**src/rtl/dmem_ctrl_pkg.sv**
```systemverilog
// Shared definitions for the data-memory controller: memop one-hot layout, bus widths, size codes.
package dmem_ctrl_pkg;

  localparam int unsigned MMOP_W   = 8;
  localparam int unsigned MMOP_LB  = 0;
  localparam int unsigned MMOP_LBU = 1;
  localparam int unsigned MMOP_LH  = 2;
  localparam int unsigned MMOP_LHU = 3;
  localparam int unsigned MMOP_LW  = 4;
  localparam int unsigned MMOP_SB  = 5;
  localparam int unsigned MMOP_SH  = 6;
  localparam int unsigned MMOP_SW  = 7;

  localparam int unsigned ADDR_W = 32;
  localparam int unsigned DATA_W = 32;
  localparam int unsigned STRB_W = 4;
  localparam int unsigned SIZE_W = 2;

  localparam logic [SIZE_W-1:0] SIZE_BYTE = 2'd0;
  localparam logic [SIZE_W-1:0] SIZE_HALF = 2'd1;
  localparam logic [SIZE_W-1:0] SIZE_WORD = 2'd2;

  function automatic logic op_is_store(input logic [MMOP_W-1:0] op);
    return op[MMOP_SB] | op[MMOP_SH] | op[MMOP_SW];
  endfunction

  function automatic logic op_misaligned(input logic [MMOP_W-1:0] op, input logic [1:0] low);
    return ((op[MMOP_LH] | op[MMOP_LHU] | op[MMOP_SH]) & low[0]) |
           ((op[MMOP_LW] | op[MMOP_SW]) & (|low));
  endfunction

endpackage

```
**src/rtl/dmem_store_fmt.sv**
```systemverilog
// Combinational request formatter: access size, byte strobes and lane-replicated store data.
module dmem_store_fmt
  import dmem_ctrl_pkg::*;
(
  input  logic [MMOP_W-1:0] op,
  input  logic [1:0]        addr_low,
  input  logic [DATA_W-1:0] wdata,
  output logic              is_store,
  output logic [SIZE_W-1:0] size,
  output logic [STRB_W-1:0] wstrb,
  output logic [DATA_W-1:0] lane_data
);

  logic is_byte;
  logic is_half;
  logic is_word;

  always_comb begin
    is_byte   = op[MMOP_LB] | op[MMOP_LBU] | op[MMOP_SB];
    is_half   = op[MMOP_LH] | op[MMOP_LHU] | op[MMOP_SH];
    is_word   = op[MMOP_LW] | op[MMOP_SW];
    is_store  = op_is_store(op);
    size      = SIZE_BYTE;
    wstrb     = '0;
    lane_data = wdata;
    if (is_byte) begin
      size      = SIZE_BYTE;
      wstrb     = STRB_W'(4'b0001 << addr_low);
      lane_data = {4{wdata[7:0]}};
    end
    if (is_half) begin
      size      = SIZE_HALF;
      wstrb     = addr_low[1] ? 4'b1100 : 4'b0011;
      lane_data = {2{wdata[15:0]}};
    end
    if (is_word) begin
      size      = SIZE_WORD;
      wstrb     = 4'b1111;
      lane_data = wdata;
    end
    // loads never enable write lanes
    if (!is_store) wstrb = '0;
  end

endmodule

```
**src/rtl/dmem_ctrl.sv**
```systemverilog
// Data-memory controller: one outstanding SRAM-like transaction per memory instruction.
// Optional alignment trap enabled by defining DMEM_ALIGN_CHECK_EN.
module dmem_ctrl
  import dmem_ctrl_pkg::*;
(
  input  logic              clk,
  input  logic              rst_n,
  input  logic              dm_valid_i,
  input  logic [MMOP_W-1:0] dm_memop_i,
  input  logic [ADDR_W-1:0] dm_addr_i,
  input  logic [DATA_W-1:0] dm_wdata_i,
  input  logic              dm_stall_i,
  input  logic              dm_flush_i,
  output logic              data_sram_req,
  output logic              data_sram_wr,
  output logic [SIZE_W-1:0] data_sram_size,
  output logic [ADDR_W-1:0] data_sram_addr,
  output logic [STRB_W-1:0] data_sram_wstrb,
  output logic [DATA_W-1:0] data_sram_wdata,
  input  logic              data_sram_addr_ok,
  input  logic              data_sram_data_ok,
  input  logic [DATA_W-1:0] data_sram_rdata,
  output logic [DATA_W-1:0] dm_memdata_o,
  output logic [1:0]        dm_memaddr_low_o,
  output logic              dm_stall_o,
  output logic              dm_adel_o,
  output logic              dm_ades_o
);

  typedef enum logic [2:0] {S_IDLE, S_REQ, S_WAIT, S_DONE, S_DRAIN} state_t;

  state_t            state, state_nxt;
  logic [MMOP_W-1:0] op_q;
  logic [ADDR_W-1:0] addr_q;
  logic [DATA_W-1:0] wdata_q;
  logic [DATA_W-1:0] hold_q;
  logic [1:0]        low_q;
  logic              access;
  logic              misalign;
  logic              capture;
  logic              load_hold;
  logic              stall_c;
  logic              fmt_store;
  logic [STRB_W-1:0] fmt_wstrb;

  assign access = dm_valid_i & (|dm_memop_i);

`ifdef DMEM_ALIGN_CHECK_EN
  assign misalign  = (state == S_IDLE) & access & ~dm_flush_i & op_misaligned(dm_memop_i, dm_addr_i[1:0]);
  assign dm_adel_o = rst_n & misalign & ~op_is_store(dm_memop_i);
  assign dm_ades_o = rst_n & misalign &  op_is_store(dm_memop_i);
`else
  assign misalign  = 1'b0;
  assign dm_adel_o = 1'b0;
  assign dm_ades_o = 1'b0;
`endif

  always_ff @(posedge clk or negedge rst_n) begin
    if (!rst_n) state <= S_IDLE;
    else        state <= state_nxt;
  end

  // next state, capture/hold strobes and the stall request
  always_comb begin
    state_nxt = state;
    capture   = 1'b0;
    load_hold = 1'b0;
    stall_c   = 1'b0;
    case (state)
      S_IDLE: begin
        if (access && !dm_flush_i && !misalign) begin
          capture   = 1'b1;
          stall_c   = 1'b1;
          state_nxt = S_REQ;
        end
      end
      S_REQ: begin
        stall_c = 1'b1;
        if (dm_flush_i)             state_nxt = data_sram_addr_ok ? S_DRAIN : S_IDLE;
        else if (data_sram_addr_ok) state_nxt = S_WAIT;
      end
      S_WAIT: begin
        if (data_sram_data_ok) begin
          load_hold = ~dm_flush_i;
          state_nxt = (dm_flush_i || !dm_stall_i) ? S_IDLE : S_DONE;
        end else begin
          stall_c = 1'b1;
          if (dm_flush_i) state_nxt = S_DRAIN;
        end
      end
      S_DONE: begin
        if (dm_flush_i || !dm_stall_i) state_nxt = S_IDLE;
      end
      S_DRAIN: begin
        stall_c = dm_valid_i;
        if (data_sram_data_ok) state_nxt = S_IDLE;
      end
      default: state_nxt = S_IDLE;
    endcase
  end

  // request fields, stable from capture until the next access
  always_ff @(posedge clk or negedge rst_n) begin
    if (!rst_n) begin
      op_q    <= '0;
      addr_q  <= '0;
      wdata_q <= '0;
    end else if (capture) begin
      op_q    <= dm_memop_i;
      addr_q  <= dm_addr_i;
      wdata_q <= dm_wdata_i;
    end
  end

  always_ff @(posedge clk or negedge rst_n) begin
    if (!rst_n) begin
      hold_q <= '0;
      low_q  <= '0;
    end else if (load_hold) begin
      hold_q <= data_sram_rdata;
      low_q  <= addr_q[1:0];
    end
  end

  dmem_store_fmt u_fmt (
    .op        (op_q),
    .addr_low  (addr_q[1:0]),
    .wdata     (wdata_q),
    .is_store  (fmt_store),
    .size      (data_sram_size),
    .wstrb     (fmt_wstrb),
    .lane_data (data_sram_wdata)
  );

  assign data_sram_req    = (state == S_REQ);
  assign data_sram_wr     = data_sram_req & fmt_store;
  assign data_sram_wstrb  = data_sram_req ? fmt_wstrb : '0;
  assign data_sram_addr   = addr_q;
  assign dm_memdata_o     = load_hold ? data_sram_rdata : hold_q;
  assign dm_memaddr_low_o = load_hold ? addr_q[1:0] : low_q;
  assign dm_stall_o       = stall_c & rst_n;

endmodule

```
**config.mk**
```make
export PLATFORM = sky130hd
export DESIGN_NAME = dmem_ctrl
export DESIGN_NICKNAME = d
export VERILOG_FILES = /design/src/rtl/dmem_ctrl_pkg.sv /design/src/rtl/dmem_store_fmt.sv /design/src/rtl/dmem_ctrl.sv
export SDC_FILE = /design/constraint.sdc
export NUM_CORES = 1
export LEC_CHECK = 0
export BUFFER_PORTS_ARGS = -buffer_cell sky130_fd_sc_hd__buf_2
export CAP_MARGIN = 20
export CORE_MARGIN = 1
export CORE_UTILIZATION = 48
export CTS_CLUSTER_DIAMETER = 30
export DETAILED_ROUTE_END_ITERATION = 16
export PLACE_DENSITY_LB_ADDON = 0.3
export SLEW_MARGIN = 10
export SYNTH_ARGS = -nofsm -noshare
export SYNTH_HDL_FRONTEND = slang
export SYNTH_SLANG_ARGS = --single-unit
export TNS_END_PERCENT = 5
```
**constraint.sdc**
```tcl
create_clock -name clk -period 2.3 [get_ports clk]
set_input_delay 0.46 -clock clk [delete_from_list [all_inputs] [get_ports clk]]
set_output_delay 0.46 -clock clk [all_outputs]
set_load 0.05 [all_outputs]
```
==> results of run 1 <==
==> stage by stage <==
stage | std cells | utilization
3_5_place_dp | 670 | 0.6181
2_1_floorplan | 328 | -
4_1_cts | 688 | 0.6745
3_3_place_gp | 670 | 0.6181
5_1_grt | 689 | 0.6803
6_report | 689 | 0.6803
==> cell usage in the layout (no fill, tap or decap), types with 3 or more instances in the layout <==
master,count
sky130_fd_sc_hd__buf_12,6
sky130_fd_sc_hd__dfrtp_1,106
sky130_fd_sc_hd__or3_1,8
sky130_fd_sc_hd__o221a_2,8
sky130_fd_sc_hd__clkbuf_8,9
sky130_fd_sc_hd__inv_1,4
sky130_fd_sc_hd__nor3_4,3
sky130_fd_sc_hd__dfrtp_2,3
sky130_fd_sc_hd__buf_4,40
sky130_fd_sc_hd__nor3b_1,3
sky130_fd_sc_hd__buf_2,155
sky130_fd_sc_hd__nor2_1,3
sky130_fd_sc_hd__buf_6,31
sky130_fd_sc_hd__mux2_2,45
sky130_fd_sc_hd__buf_8,5
sky130_fd_sc_hd__o211a_4,3
sky130_fd_sc_hd__mux2_4,77
==> path summary, 6_finish.rpt <==
check	from	end	slack [ps]	depth (start not counted)
max reg2reg	state[1]	op_q[5]	500	4
max in group asynchronous	rst_n	state[0]	1640	2
max	op_q[1]	data_sram_wdata[22]	-330	5
min reg2reg	hold_q[16]	hold_q[16]	500	1
min	rst_n	data_sram_addr[4]	150	2
min in group clk	dm_addr_i[3]	data_sram_addr[3]	320	2
==> registers in the layout (all words and copies together), names as in the netlist <==
name	flops
data_sram_addr	32
wdata_q	32
hold_q	32
low_q	2
op_q	8
state	3
==> critical path, cell delays in order, from the launching register on <==
cell                      delay, ps
sky130_fd_sc_hd__dfrtp_1        390
sky130_fd_sc_hd__or4_4          570
sky130_fd_sc_hd__o31ai_4        200
sky130_fd_sc_hd__buf_6          170
sky130_fd_sc_hd__mux2_4         320
sky130_fd_sc_hd__buf_8          150
==> logic make-up after synthesis <==
| logic type | after synthesis |
|---|---|
| buffers and inverters | 32 |
| other | 1 |
| DFF | 109 |
| AOI/OAI and AO/OA | 27 |
| and+or+nand+nor | 36 |
| muxes | 122 |
==> what timing repair did <==
item / CTS / global route
endpoints found under the setup margin: 63 / 63
hold buffers: 0 / 0
pin swaps: 3 / 3
setup buffers: 2 / 1
resized for setup: 112 / 13
==> cell type report <==
| cell class | instances | area [um2] | share of cell area |
|---|---|---|---|
| Sequential cell | 109 | 2731 | 0.3872 |
| Inverter | 4 | 15.01 | 0.002128 |
| Clock buffer | 9 | 123.9 | 0.01756 |
| Timing Repair Buffer | 237 | 1620 | 0.2297 |
| Clock inverter | 7 | 98.84 | 0.01401 |
| Tap cell | 136 | 170.2 | 0.02412 |
| Multi-Input combinational cell | 187 | 2295 | 0.3253 |
==> per-layer routing <==
layer	global-route usage	wire length, um	part of all wire
met5	0	0	0
met4	0.09054	253	0.021
met3	0.03154	525	0.044
met2	0.3816	6204	0.52
met1	0.2744	4916	0.41
==> results.yml, run 1 <==
die:
  die_height_um: 105.5
  fp.dieArea_mm2: 0.01112
  floorplan.io_pins: 220
  placeableCoreArea_mm2: 0.01037
  start_util: 0.4954
  die_width_um: 105.5
  std_cell_rows: 37
clock_network:
  clock_latency_on_the_worst_skew_pair_ps: 360
  number_of_buffers_between_clock_root_and_the_deepest_sink: 2
  cts-htree-levels: 3
  ctsRootBufferMaster: "sky130_fd_sc_hd__clkbuf_8"
  cts_buffers: 9
  clock_sink_count: 109
  clk_pin_slew_worst_paths_ps: 100
  tritoncts_clock_tree: "built"
logic_synthesis:
  yosys_warnings: 0
  asyncSetResetFlopFracSynth: 1.000
  synth-seq-cells: 109
  dominant_combinational_cell_family_by_area_after_synthesis: "multiplexers"
  synth_top_area_share: 0.5309
  number_of_enable_flip_flop_cells_after_synthesis: 0
  netlist_instances: 327
  synth_top_cell_by_area: "sky130_fd_sc_hd__dfrtp_1"
  synth.mux.area_fraction: 0.3186
  synth_xor_area_frac: 0
  synth_fa_ha_area_frac: 0
  post_synth_instance_area_mm2: 0.005137
  yosys.cell_types.count: 38
  synth_top_cells_by_count: "109 x sky130_fd_sc_hd__dfrtp_1, 70 x sky130_fd_sc_hd__mux2_4, 52 x sky130_fd_sc_hd__mux2_2"
  synthFlopType: "sky130_fd_sc_hd__dfrtp_1"
  post_synth_and_or_nand_nor_area_fraction: 0.04481
  netlist_top_cells_area: "sky130_fd_sc_hd__dfrtp_1 53%, sky130_fd_sc_hd__mux2_4 20%, sky130_fd_sc_hd__mux2_2 11%"
  compound_gate_fraction_of_synth_area: 0.04895
  post_synth.cell_area_avg_um2: 15.71
  synth_seq_area_share: 0.5309
  synth_most_common_cell: "sky130_fd_sc_hd__dfrtp_1"
sta:
  finish_stage_setup_viols: 24
  setup_repair_after_global_routing_missed_its_margin: "yes"
  fmax_mhz: 380.6
  timing.slew.headroom: 0.6073
  skew_ps: 8.711
  final.min_clock_period_ps: 2628
  max_slew.worst_pin.slew_ps: 589.1
  slew_viol_final: 0
  timing.final.crit_share: 1.142
  setup-tns-final_ps: -6548
  hold_viol_final: 0
  worst_hold_slack_across_all_endpoints_ps: 149.2
  postLayoutSetupSlackWorst_ps: -327.6
detailed_routing:
  ant_nets: 0
  wl_per_cell_um: 17.27
  finalWirelength_um: 11900
  route.vias.total: 3510
  first_pass_iters: 4
  drt_iter0_drc: 126
  via_per_inst: 5.094
  post-route-drc-count: 0
outcome:
  failed_checks: "setup timing"
  run_status: "finished, violations left"
finish:
  antenna_cells: 0
  nFillCells: 773
  area_growth_pct: 37.31
  num-nets-final: 659
  drive_gt1_frac: 0.7306
  final_cell_area_mm2: 0.007054
worst_setup_path:
  cp.required_ps: 1840
  cp_data_arrival_time_ps: 2170
  worstSetupPathType: "reg -> out"
  setup.worst_path.end_class: "output port"
  critical_path.startpoint_type: "flop"
  worstPathMaxFanout: 5
place:
  buffer_ports.inserted: 217
  dp_hpwl_um: 8569
  post-place-ws_ps: -70.41
  routability_cong: 0.8658
  dpl_cell_area_mm2: 0.006410
global_routing:
  grt_pass1_wl_um: 18970
  grt_util_all_layers: 0.2196
  antenna_found_initial: 0
  grt_start_max_net_pins: 110
  grt_overflow: 0
  first_global_vias: 3778
worst_hold_path:
  hold_class: "in -> async"
flow_run:
  reported_max_cap_violation_count: 0
Power of run 1 is not shown: default switching activity piles up to over one toggle a cycle in this logic, so the estimate is an artifact.
==> run 2, diff against run 1 <==
CORE_UTILIZATION = 45   (was 48)
SLEW_MARGIN = 30   (was 10)
==> run 2 against run 1 <==
Compared with the run above:
- the flow still finishes with violations (setup timing)
- sequential share of layout area is 0.33 points higher
- clock-buffer cell count is 4 higher
- flip-flop and latch count stayed put
- core utilization is 4.3 points lower
- global-route usage is 2.5 points lower
- critical path depth is 1 lower
- hold slack better by 70 ps
- non-clock buffer count is 1 lower
- highest routed layer unchanged
- via count is 1.5% lower
- final area is 0.83% lower
- register-to-register slack worse by 30 ps
==> results.yml, run 2 (synthesis results as in run 1) <==
global_routing:
  first_global_vias: 3488
  grt_overflow: 0
  grt_util_all_layers: 0.1944
  antenna_found_initial: 0
  grt_pass1_wl_um: 17450
  grt_start_max_net_pins: 110
die:
  die_width_um: 108.9
  die_height_um: 108.9
  fp.dieArea_mm2: 0.01185
  start_util: 0.4678
  placeableCoreArea_mm2: 0.01098
  floorplan.io_pins: 220
  std_cell_rows: 38
detailed_routing:
  post-route-drc-count: 0
  drt_iter0_drc: 124
  met2_wire_length_um: 5773
  wl_per_cell_um: 16.68
  first_pass_iters: 4
  met3RoutedLength_um: 647
  via_per_inst: 4.994
  finalWirelength_um: 11540
  dr.max_layer_used: "met4"
  detail_route.wirelength.met1_um: 4921
  ant_nets: 0
  route.vias.total: 3456
sta:
  timing.final.crit_share: 1.130
  skew_ps: 9.363
  worst_hold_slack_across_all_endpoints_ps: 219.6
  postLayoutSetupSlackWorst_ps: -299.8
  max_slew.worst_pin.slew_ps: 565.2
  hold_viol_final: 0
  timing.slew.headroom: 0.6232
  fmax_mhz: 384.6
  setup-tns-final_ps: -4779
  final.min_clock_period_ps: 2600
  finish_stage_setup_viols: 24
  slew_viol_final: 0
  setup_repair_after_global_routing_missed_its_margin: "yes"
finish:
  num-nets-final: 658
  multi_input_area_mm2: 0.002262
  drive_gt1_frac: 0.7246
  final_cell_mix: "183 x sky130_fd_sc_hd__buf_2, 106 x sky130_fd_sc_hd__dfrtp_1, 73 x sky130_fd_sc_hd__mux2_4, 49 x sky130_fd_sc_hd__mux2_2"
  antenna_cells: 0
  nFillCells: 828
  register_area_mm2: 0.002731
  area_growth_pct: 36.17
  layout_commonest_cell: "sky130_fd_sc_hd__buf_2"
  final_cells: 692
outcome:
  run_status: "finished, violations left"
  failed_checks: "setup timing"
clock_network:
  cts-htree-levels: 3
  cts_buffers: 9
  holdBufCountCts: 0
  ctsRootBufferMaster: "sky130_fd_sc_hd__clkbuf_16"
  post-cts-setup-buffers: 0
  clock_latency_on_the_worst_skew_pair_ps: 340
  number_of_buffers_between_clock_root_and_the_deepest_sink: 2
  clock_sink_count: 109
  clk_pin_slew_worst_paths_ps: 70
  tritoncts_clock_tree: "built"
worst_setup_path:
  cp.required_ps: 1840
  setup.worst_path.end_class: "output port"
  worstPathMaxFanout: 11
  critical_path.startpoint_type: "flop"
  cp_data_arrival_time_ps: 2140
  worstSetupPathType: "reg -> out"
place:
  buffer_ports.inserted: 217
  placed_cells_incl_taps: 676
  routability_cong: 0.8212
  post-place-ws_ps: -69.81
  dp_hpwl_um: 8481
worst_hold_path:
  hold_class: "in -> async"
flow_run:
  reported_max_cap_violation_count: 0
## run 2: cell types whose count changed in the layout (fill, tap and decap cells not counted), moves of 5 or more
cell,previous run,this run
sky130_fd_sc_hd__buf_2,155,183
sky130_fd_sc_hd__buf_4,40,24
sky130_fd_sc_hd__buf_6,31,24
sky130_fd_sc_hd__buf_8,5,0
sky130_fd_sc_hd__clkbuf_16,0,9
sky130_fd_sc_hd__clkbuf_8,9,4
## run 2: metrics by stage
| step | instance area, um2 | util |
|---|---|---|
| floorplan | 5224 | - |
| global placement | 6417 | 0.5843 |
| detailed placement | 6417 | 0.5843 |
| CTS | 6973 | 0.6349 |
| global route | 6995 | 0.6369 |
| finish | 6995 | 0.6369 |
## run 2: area by class of cell
type | instances | area share
Timing Repair Buffer | 236 | 0.2096
Clock buffer | 13 | 0.04006
Multi-Input combinational cell | 187 | 0.3234
Tap cell | 140 | 0.02504
Inverter | 4 | 0.002146
Clock inverter | 3 | 0.009301
Sequential cell | 109 | 0.3904
## run 2: layer usage
layer | up-vias | track usage
li1 | 1619 | -
met1 | 1695 | 0.2459
met2 | 129 | 0.3278
met3 | 13 | 0.03168
met4 | 0 | 0.08687
met5 | - | 0
## run 2: path summary, 6_finish.rpt
check                         startpoint  slack, ps  cells after the start                  end
setup reg to reg                state[1]        470                      4   data_sram_addr[27]
hold reg to reg               hold_q[11]        490                      1           hold_q[11]
hold / removal                     rst_n        220                      2           hold_q[30]
max in group asynchronous          rst_n       1640                      2              op_q[6]
setup / recovery                 op_q[0]       -300                      4  data_sram_wdata[25]
min in group clk           dm_addr_i[31]        350                      2   data_sram_addr[31]
## run 2: what timing repair did
item | 4_1_cts | 5_1_grt
resized for setup | 68 | 5
setup endpoints to repair | 62 | 63
pin swaps | 0 | 2
## run 2: critical path: stages (launching register included)
cell and delay, ps:
sky130_fd_sc_hd__dfrtp_1 380, sky130_fd_sc_hd__or4_4 570, sky130_fd_sc_hd__o31a_4 370, sky130_fd_sc_hd__o221a_2 290, sky130_fd_sc_hd__buf_4 190
Power of run 2 is left out for the same reason.
